**src/rtl/zx_mem_pkg.sv**
```systemverilog
// zx_mem_pkg: shared types and constants for the ZX memory arbiter
package zx_mem_pkg;
    localparam int DATA_W = 8;
    typedef enum logic [1:0] {IDLE, ACCESS, DONE} state_t;
    typedef enum logic [1:0] {OWN_VID, OWN_CPU, OWN_LDR} owner_t;
endpackage

```
**src/rtl/zx_prio_pick.sv**
```systemverilog
// zx_prio_pick: one-hot winner select, video > cpu > loader, with cpu starvation override
module zx_prio_pick
    import zx_mem_pkg::*;
#(
    parameter int CPU_MAX_WAIT = 6
) (
    input  logic [2:0] req,
    input  logic [2:0] mask,
    input  logic [3:0] wait_cnt,
    output logic [2:0] grant
);
    localparam logic [3:0] MAX_W = 4'(CPU_MAX_WAIT);
    logic [2:0] live;
    // stale requests (ack high this cycle) are masked before picking
    always_comb begin
        live  = req & ~mask;
        grant = (live[1] && wait_cnt >= MAX_W) ? 3'b010 :
                live[0] ? 3'b001 :
                live[1] ? 3'b010 :
                live[2] ? 3'b100 : 3'b000;
    end
endmodule

```
**src/rtl/zx_mem_arbiter.sv**
```systemverilog
// zx_mem_arbiter: shares one synchronous RAM between video, Z80 and tape loader
module zx_mem_arbiter
    import zx_mem_pkg::*;
#(
    parameter int ADDR_W       = 17,
    parameter int RAM_LAT      = 1,
    parameter int CPU_MAX_WAIT = 6
) (
    input  logic              CLOCK,
    input  logic              RESET_N,
    input  logic              cpu_req,
    input  logic              cpu_we,
    input  logic [ADDR_W-1:0] cpu_addr,
    input  logic [DATA_W-1:0] cpu_wdata,
    output logic              cpu_ack,
    output logic [DATA_W-1:0] cpu_rdata,
    output logic              cpu_nwait,
    input  logic              vid_req,
    input  logic [ADDR_W-1:0] vid_addr,
    output logic              vid_ack,
    output logic [DATA_W-1:0] vid_rdata,
    input  logic              ldr_req,
    input  logic              ldr_we,
    input  logic [ADDR_W-1:0] ldr_addr,
    input  logic [DATA_W-1:0] ldr_wdata,
    output logic              ldr_ack,
    output logic [DATA_W-1:0] ldr_rdata,
    output logic [ADDR_W-1:0] ram_addr,
    output logic [DATA_W-1:0] ram_wdata,
    output logic              ram_we,
    input  logic [DATA_W-1:0] ram_rdata
);
    state_t            state, state_n;
    owner_t            owner;
    logic [1:0]        lat_cnt;
    logic [3:0]        wait_cnt;
    logic [2:0]        grant;
    logic              granted;
    logic              cpu_owns;
    logic [DATA_W-1:0] cpu_hold, vid_hold, ldr_hold;

    assign granted   = state == IDLE && |grant;
    assign cpu_owns  = state != IDLE && owner == OWN_CPU;
    assign vid_ack   = state == DONE && owner == OWN_VID;
    assign cpu_ack   = state == DONE && owner == OWN_CPU;
    assign ldr_ack   = state == DONE && owner == OWN_LDR;
    assign vid_rdata = vid_ack ? ram_rdata : vid_hold;
    assign cpu_rdata = cpu_ack ? ram_rdata : cpu_hold;
    assign ldr_rdata = ldr_ack ? ram_rdata : ldr_hold;
    assign cpu_nwait = ~(cpu_req & ~cpu_ack);

    zx_prio_pick #(.CPU_MAX_WAIT(CPU_MAX_WAIT)) u_pick (
        .req      ({ldr_req, cpu_req, vid_req}),
        .mask     ({ldr_ack, cpu_ack, vid_ack}),
        .wait_cnt (wait_cnt),
        .grant    (grant)
    );

    // state register
    always_ff @(posedge CLOCK) state <= RESET_N ? state_n : IDLE;

    // grant -> ACCESS for RAM_LAT cycles -> one DONE cycle -> IDLE
    always_comb begin
        state_n = state;
        case (state)
            IDLE:    state_n = |grant ? ACCESS : IDLE;
            ACCESS:  state_n = lat_cnt == 2'd1 ? DONE : ACCESS;
            default: state_n = IDLE;
        endcase
    end

    // drive the winner onto the RAM port and keep each requester's last read data
    always_ff @(posedge CLOCK) begin
        if (!RESET_N) begin
            ram_addr  <= '0;
            ram_wdata <= '0;
            ram_we    <= 1'b0;
            owner     <= OWN_VID;
            lat_cnt   <= '0;
            cpu_hold  <= '0;
            vid_hold  <= '0;
            ldr_hold  <= '0;
        end else begin
            ram_we <= 1'b0;
            if (granted) begin
                ram_addr  <= grant[0] ? vid_addr : grant[1] ? cpu_addr : ldr_addr;
                ram_wdata <= grant[0] ? {DATA_W{1'b0}} : grant[1] ? cpu_wdata : ldr_wdata;
                ram_we    <= grant[1] ? cpu_we : grant[2] & ldr_we;
                owner     <= grant[0] ? OWN_VID : grant[1] ? OWN_CPU : OWN_LDR;
                lat_cnt   <= 2'(RAM_LAT);
            end else if (state == ACCESS)
                lat_cnt <= lat_cnt - 2'd1;
            if (vid_ack) vid_hold <= ram_rdata;
            if (cpu_ack) cpu_hold <= ram_rdata;
            if (ldr_ack) ldr_hold <= ram_rdata;
        end
    end

    // cpu starvation counter: runs while the cpu waits behind another owner, saturates at 15
    always_ff @(posedge CLOCK) begin
        if (!RESET_N || !cpu_req || (granted && grant[1]))
            wait_cnt <= '0;
        else if (!cpu_owns && wait_cnt != 4'hF)
            wait_cnt <= wait_cnt + 4'd1;
    end
endmodule

```
**config.mk**
```make
export PLATFORM = sky130hd
export DESIGN_NAME = zx_mem_arbiter
export DESIGN_NICKNAME = d
export VERILOG_FILES = /design/src/rtl/zx_mem_pkg.sv /design/src/rtl/zx_prio_pick.sv /design/src/rtl/zx_mem_arbiter.sv
export SDC_FILE = /design/constraint.sdc
export NUM_CORES = 1
export LEC_CHECK = 0
export ABC_AREA = 1
export CORE_UTILIZATION = 43
export CTS_BUF_LIST = sky130_fd_sc_hd__clkbuf_4
export DETAILED_ROUTE_END_ITERATION = 8
export GPL_TIMING_DRIVEN = 0
export PLACE_DENSITY = 0.83
export SETUP_SLACK_MARGIN = 0.5
export SYNTH_ARGS = -nofsm -noshare
export SYNTH_HDL_FRONTEND = slang
export SYNTH_SLANG_ARGS = --single-unit
```
**constraint.sdc**
```tcl
create_clock -name CLOCK -period 1.8 [get_ports CLOCK]
set_input_delay 0.18 -clock CLOCK [delete_from_list [all_inputs] [get_ports CLOCK]]
set_output_delay 0.18 -clock CLOCK [all_outputs]
set_load 0.02 [all_outputs]
```
After elaboration in Yosys (flattened, before gate mapping)
Index checks and enable logic that the tools add are counted.
{"block": "op_classes", "n_addsub": 2, "multipliers": 0, "div_mod_pow": 0, "n_lt_le_gt_ge": 1, "n_eq_ne": 6, "n_shift": 0, "n_mux": 19, "n_bitwise": 7, "reduce_logical": 20}
{"operator": "8-bit 2-to-1 mux", "count": 5}
{"operator": "17-bit 2-to-1 mux", "count": 2}
{"operator": "3-bit 2-to-1 mux", "count": 4}
{"operator": "1-bit logical AND", "count": 8}
{"operator": "2-bit by 1-bit equality test with 1-bit output, second input constant", "count": 3}
{"operator": "2-bit 2-to-1 mux", "count": 3}
{"operator": "4-bit by 1-bit adder with 4-bit output, second input constant", "count": 1}
{"operator": "2-bit equality test, second input constant", "count": 2}
{"operator": "4-bit by 3-bit greater-or-equal comparator with 1-bit output, second input constant", "count": 1}
{"operator": "2-bit zero test", "count": 2}
{"operator": "1-bit 2-to-1 mux", "count": 4}
{"operator": "4-bit != test, second input constant", "count": 1}
{"operator": "2-bit one-hot mux with 2 select lines", "count": 1}
{"operator": "2-bit nonzero test", "count": 2}
{"operator": "3-bit AND", "count": 1}
{"operator": "1-bit zero test", "count": 3}
{"operator": "1-bit inverter", "count": 3}
{"operator": "3-bit inverter", "count": 1}
{"operator": "3-bit OR reduction", "count": 1}
{"operator": "1-bit AND", "count": 2}
{"operator": "1-bit logical OR", "count": 2}
{"operator": "2-bit AND reduction", "count": 1}
{"operator": "2-bit OR reduction", "count": 1}
{"operator": "2-bit by 1-bit subtractor with 2-bit output, second input constant", "count": 1}
{"block": "word_totals", "register_bits": 60, "latch_bits": 0, "ram_bits": 0, "mem_bits_ro": 0, "in_bits": 82, "out_inout_bits": 54, "elab_cells": 66, "n_memories": 0}

Logic depth before layout (Yosys ltp)
{"block": "logic_depth", "word_depth": 12, "depth_mapped": 11, "depth_no_buf": 10}

Modules after synthesis
From an unflattened synthesis, not the netlist that was laid out.
{"block": "hier_totals", "cells_unflattened": 462, "area_unflattened_um2": 3035.4}
{"mod": "zx_mem_arbiter", "instances": 1, "cells_per_inst": 443, "area_per_inst_um2": 2949.1, "seq_area_each_um2": 1201.2}
{"mod": "zx_prio_pick", "instances": 1, "cells_per_inst": 19, "area_per_inst_um2": 86.3, "seq_area_each_um2": 0.0}

Least setup slack after synthesis
Ideal clock, no wire load.
{"block": "synth_path", "path_kind": "reg2reg", "start": "register state[1]", "end": "register ram_wdata[4]", "arrival_time_ns": 1.321, "setup_slack_ns": 0.359, "path_stages_with_launch": 12, "cell_sequence": "dfxtp_1 > inv_1 > nor2_4 > nand2_2 > nand2_4 > nand3_2 > nand2_2 > buf_6 > nor2_8 > buf_6 > nand2_2 > nand3_1"}
{"block": "synth_between", "elab_chain_len": 10, "word_cells_on_any_way": 16, "cone_classes": "eq/ne: 1; mux: 6; bitwise: 2; reduce/logical: 7"}
{"element": "start, declared", "line": "zx_mem_arbiter.sv:33", "text": "state_t state, state_n;"}
{"element": "start signal, assigned", "line": "zx_mem_arbiter.sv:60", "text": "always_ff @(posedge CLOCK) state <= RESET_N ? state_n : IDLE;"}
{"element": "2-bit equality test", "line": "zx_mem_arbiter.sv:44, zx_mem_arbiter.sv:45, zx_mem_arbiter.sv:46"}
{"element": "1-bit logical AND", "line": "zx_mem_arbiter.sv:46", "text": "assign ldr_ack = state == DONE && owner == OWN_LDR;"}
{"element": "3-bit inverter", "line": "zx_prio_pick.sv:16", "text": "live = req & ~mask;"}
{"element": "3-bit AND", "line": "zx_prio_pick.sv:16"}
{"element": "3-bit 2-to-1 mux", "line": "zx_prio_pick.sv:20", "text": "live[2] ? 3'b100 : 3'b000;"}
{"element": "3-bit 2-to-1 mux", "line": "zx_prio_pick.sv:19", "text": "live[1] ? 3'b010 :"}
{"element": "3-bit 2-to-1 mux", "line": "zx_prio_pick.sv:18", "text": "live[0] ? 3'b001 :"}
{"element": "3-bit 2-to-1 mux", "line": "zx_prio_pick.sv:17", "text": "grant = (live[1] && wait_cnt >= MAX_W) ? 3'b010 :"}
{"element": "3-bit OR reduction", "line": "zx_mem_arbiter.sv:42", "text": "assign granted = state == IDLE && |grant;"}
{"element": "1-bit logical AND", "line": "zx_mem_arbiter.sv:42"}
{"element": "end signal, assigned", "line": "zx_mem_arbiter.sv:87", "text": "ram_wdata <= grant[0] ? {DATA_W{1'b0}} : grant[1] ? cpu_wdata : ldr_wdata;"}
{"element": "end, declared", "line": "zx_mem_arbiter.sv:29", "text": "output logic [DATA_W-1:0] ram_wdata,"}
Several ways; a longest one is shown, not always the timed one.
A chain may end at the register's enable or synchronous reset.

Final worst setup path
{"block": "layout_path", "start": "register state[1]", "end": "output port vid_rdata[6]"}
{"block": "layout_between", "elab_chain_len": 3}
{"element": "2-bit equality test", "line": "zx_mem_arbiter.sv:44", "text": "assign vid_ack = state == DONE && owner == OWN_VID;"}
{"element": "1-bit logical AND", "line": "zx_mem_arbiter.sv:44"}
{"element": "8-bit 2-to-1 mux"}
{"element": "end, declared", "line": "zx_mem_arbiter.sv:21", "text": "output logic [DATA_W-1:0] vid_rdata,"}
No other way between the ends.

==> flow_summary_export.csv <==
group,metric,value,unit
setup_path,cp_max_fo,5,
outcome,outcome,"complete, but fails checks",
setup_path,cp-end-kind,"output pin",
cts,ctsHtreeMaxLevel,3,
setup_path,critical_path_class,"flop to output pin",
logic_synthesis,netlist_instances,421,
cts,holdBufCountCts,0,
floorplanning,die_h,84.5,µm
grt,overflow,0,
flow_run,cap_violations,0,
cells_and_area,nets,700,
placement,port_buffers,135,
logic_synthesis,synth_most_common_cell,"nand2_1",
grt,grt_pass1_vias,3692,
cts,cts_buffers,9,
setup_path,cp.arrival,1.79,ns
sta,fin_crit_sh,110,%
setup_path,cp_top_family,"buffers and inverters",
cts,cts_tree,"built",
cells_and_area,diodes,0,
cells_and_area,area.growth.synth_to_final,82.9,%
logic_synthesis,async_reset_ff_share,0,%
placement,dp_hpwl,6650,µm
logic_synthesis,ys_seq_elements,60,
floorplanning,ios,136,
logic_synthesis,synth_seq_area_share,41.0,%
drt,drt-wirelength-per-cell,17.6,µm
cells_and_area,drive_gt1_share,34.7,%
drt,wirelength,12200,µm
drt,antenna_left,0,
logic_synthesis,synth_area_leaders,"dfxtp_1 41%, nand3_1 12%, nand2_1 12%",
logic_synthesis,synth_edf_count,0,
power_and_ir_drop,leakagePower,2.65,nW
floorplanning,die_w,84.5,µm
sta,slew_headroom,58.7,%
drt,vias_per_cell,5.33,
logic_synthesis,synth_top_area_share,41.0,%
cts,cts.sinks,60,
sta,fin_ws,-0.174,ns
sta,setup_viol,40,
setup_path,cp_slowest_cell,"dfxtp_2",
power_and_ir_drop,cellPowerDensity,772,nW/µm²
setup_path,worst-path-buf-inv,5,
setup_path,crit_path_start_kind,"flop",
sta,fmax,0.507,GHz
drt,top_layer_used,"met4",
logic_synthesis,ys_types,27,
sta,final-hold-violation-count,0,
drt,wl_met1,4640,µm
hold_path,min_path_type,"input pin to flop",
sta,worst_pin_slew,0.620,ns
sta,grt_setup_unrepaired,"true",
setup_path,crit_required,1.62,ns
grt,grt_pass1_wl,17600,µm
floorplanning,die-area,7140,µm²
logic_synthesis,synth_top_cell_by_area,"dfxtp_1",
drt,dr_wl_met2,6300,µm
placement,placement.cell_area,4420,µm²
floorplanning,fp.coreArea,6460,µm²
sta,fin_tns_setup,-3.01,ns
logic_synthesis,synthFlopType,"dfxtp_1",
cts,cts_root_buffer,"clkbuf_4",
cts,cts_buffer_depth,2,
placement,place_congestion,0.836,
sta,fin_worst_skew,0.0148,ns
setup_path,worst_path_largest_cell_delay,0.34,ns
logic_synthesis,syn_area,2930,µm²
grt,antenna_found_initial,0,
setup_path,crit_chain,"inv_2 -> nor2_4 -> nand2_4 -> clkinvlp_4 -> buf_6 -> or2_4 -> o21ai_2 -> inv_1 -> buf_6",
outcome,violations,"DRC, setup timing",
drt,drc,15,
cts,insertion_delay,0.42,ns
logic_synthesis,syn-mean-instance-area,6.95,µm²
grt,grt_start_max_net_pins,11,
cells_and_area,final_area,5350,µm²
logic_synthesis,syn_nets,506,
logic_synthesis,ys_warn_count,0,
floorplanning,rows,29,
drt,wl_met3,1000,µm
power_and_ir_drop,ir_worst_vdd,0.654,mV
drt,vias,3707,
sta,finalCriticalPeriod,1.97,ns
setup_path,cpMostUsedCell,"buf_6",
drt,drtIter0Drc,204,
cts,clkTransAtPathRegs,0.11,ns
grt,grt_usage,31.4,%
drt,dr.pass1.iters,8,
logic_synthesis,yosys-top-cells-count,"92 x nand2_1, 70 x nand3_1, 60 x dfxtp_1",
floorplanning,start_util,45.3,%
sta,drv_slew,0,
## through the flow
step / total power [W] / hold slack [ns] / util, % / worst slack, ns / cells
2_1_floorplan: 0.00231 / 0.293 / - / 0.376 / 421
3_3_place_gp: 0.00290 / 0.436 / 68.5 / -0.181 / 633
3_5_place_dp: 0.00293 / 0.441 / 68.5 / -0.230 / 633
4_1_cts: 0.00392 / 0.312 / 79.8 / -0.0877 / 691
5_1_grt: 0.00430 / 0.338 / 82.9 / -0.274 / 696
6_report: 0.00413 / 0.340 / 82.9 / -0.174 / 696
## cell families (layout without fill, tap and decap cells)
logic type / Yosys count / count (layout) / synth area share, %
simple gates: 249 / 249 / 39.6
buf+inv: 70 / 268 / 10.5
flops: 60 / 60 / 41.0
compound gates: 36 / 36 / 6.71
fa+ha+maj: 3 / 3 / 1.28
xor+xnor: 3 / 3 / 0.898
## path summary, 6_finish.rpt
path	start	to	slack [ns]	cells past startpoint
min reg2reg	ram_addr[2]	ram_addr[2]	0.46	2
min	ldr_wdata[3]	ram_wdata[3]	0.34	3
max	state[1]	vid_rdata[6]	-0.17	9
max reg2reg	state[1]	vid_hold[5]	-0.06	14
## cells in the final DEF (no fill, tap or decap), drive strengths merged
cell	instances
nand2	106
nor2	47
clkinvlp	3
inv	55
o21ai	30
dfxtp	60
clkinv	5
clkbuf	15
clkdlybuf4s50	81
nand4	1
dlygate4sd2	10
xnor2	1
xor2	2
ha	3
or2	24
nand3	71
clkdlybuf4s15	15
a21oi	3
o21bai	1
buf	84
o31ai	2
## tightest hold or removal path: stages
cell,delay [ns]
clkdlybuf4s50_1,0.41
nand2_2,0.07
nand3_2,0.05
## metal layers
metal | vias to the layer above | track usage [%]
met5 | - | 0
met4 | 0 | 14.0
met2 | 222 | 59.5
met1 | 1739 | 33.9
li1 | 1717 | -
met3 | 29 | 5.70
## state kept, by name, summed over array words and instances, names as in the netlist
signal     cells
owner          2
ram_addr      17
ram_we         1
wait_cnt       4
cpu_hold       8
ldr_hold       8
vid_hold       8
lat_cnt        2
ram_wdata      8
state          2
## report_power, final
| part | internal [W] | leakage (nW) | total, W | switching, W |
|---|---|---|---|---|
| Combinational | 0.000821 | 2.10 | 0.00175 | 0.000932 |
| Sequential | 0.00148 | 0.491 | 0.00157 | 0.0000947 |
| Clock | 0.000295 | 0.0616 | 0.000806 | 0.000511 |
| Total | 0.00259 | 2.65 | 0.00413 | 0.00154 |
## area by class of cell
class                           instances  area, µm²
Buffer                                 12        116
Clock buffer                           11       82.6
Clock inverter                          4       17.5
Fill cell                             395       1100
Inverter                               58        246
Multi-Input combinational cell        291       1760
Sequential cell                        60       1210
Tap cell                               77       96.3
Timing Repair Buffer                  182       1810
Timing Repair inverter                  1       7.51
## what timing repair did
action,in CTS,in global routing
cloned,1,0
setup endpoints to repair,113,94
pin swaps,6,10
setup buffers,42,5
gates resized for setup,306,59
No activity file was read; power rests on OpenSTA's default activity.
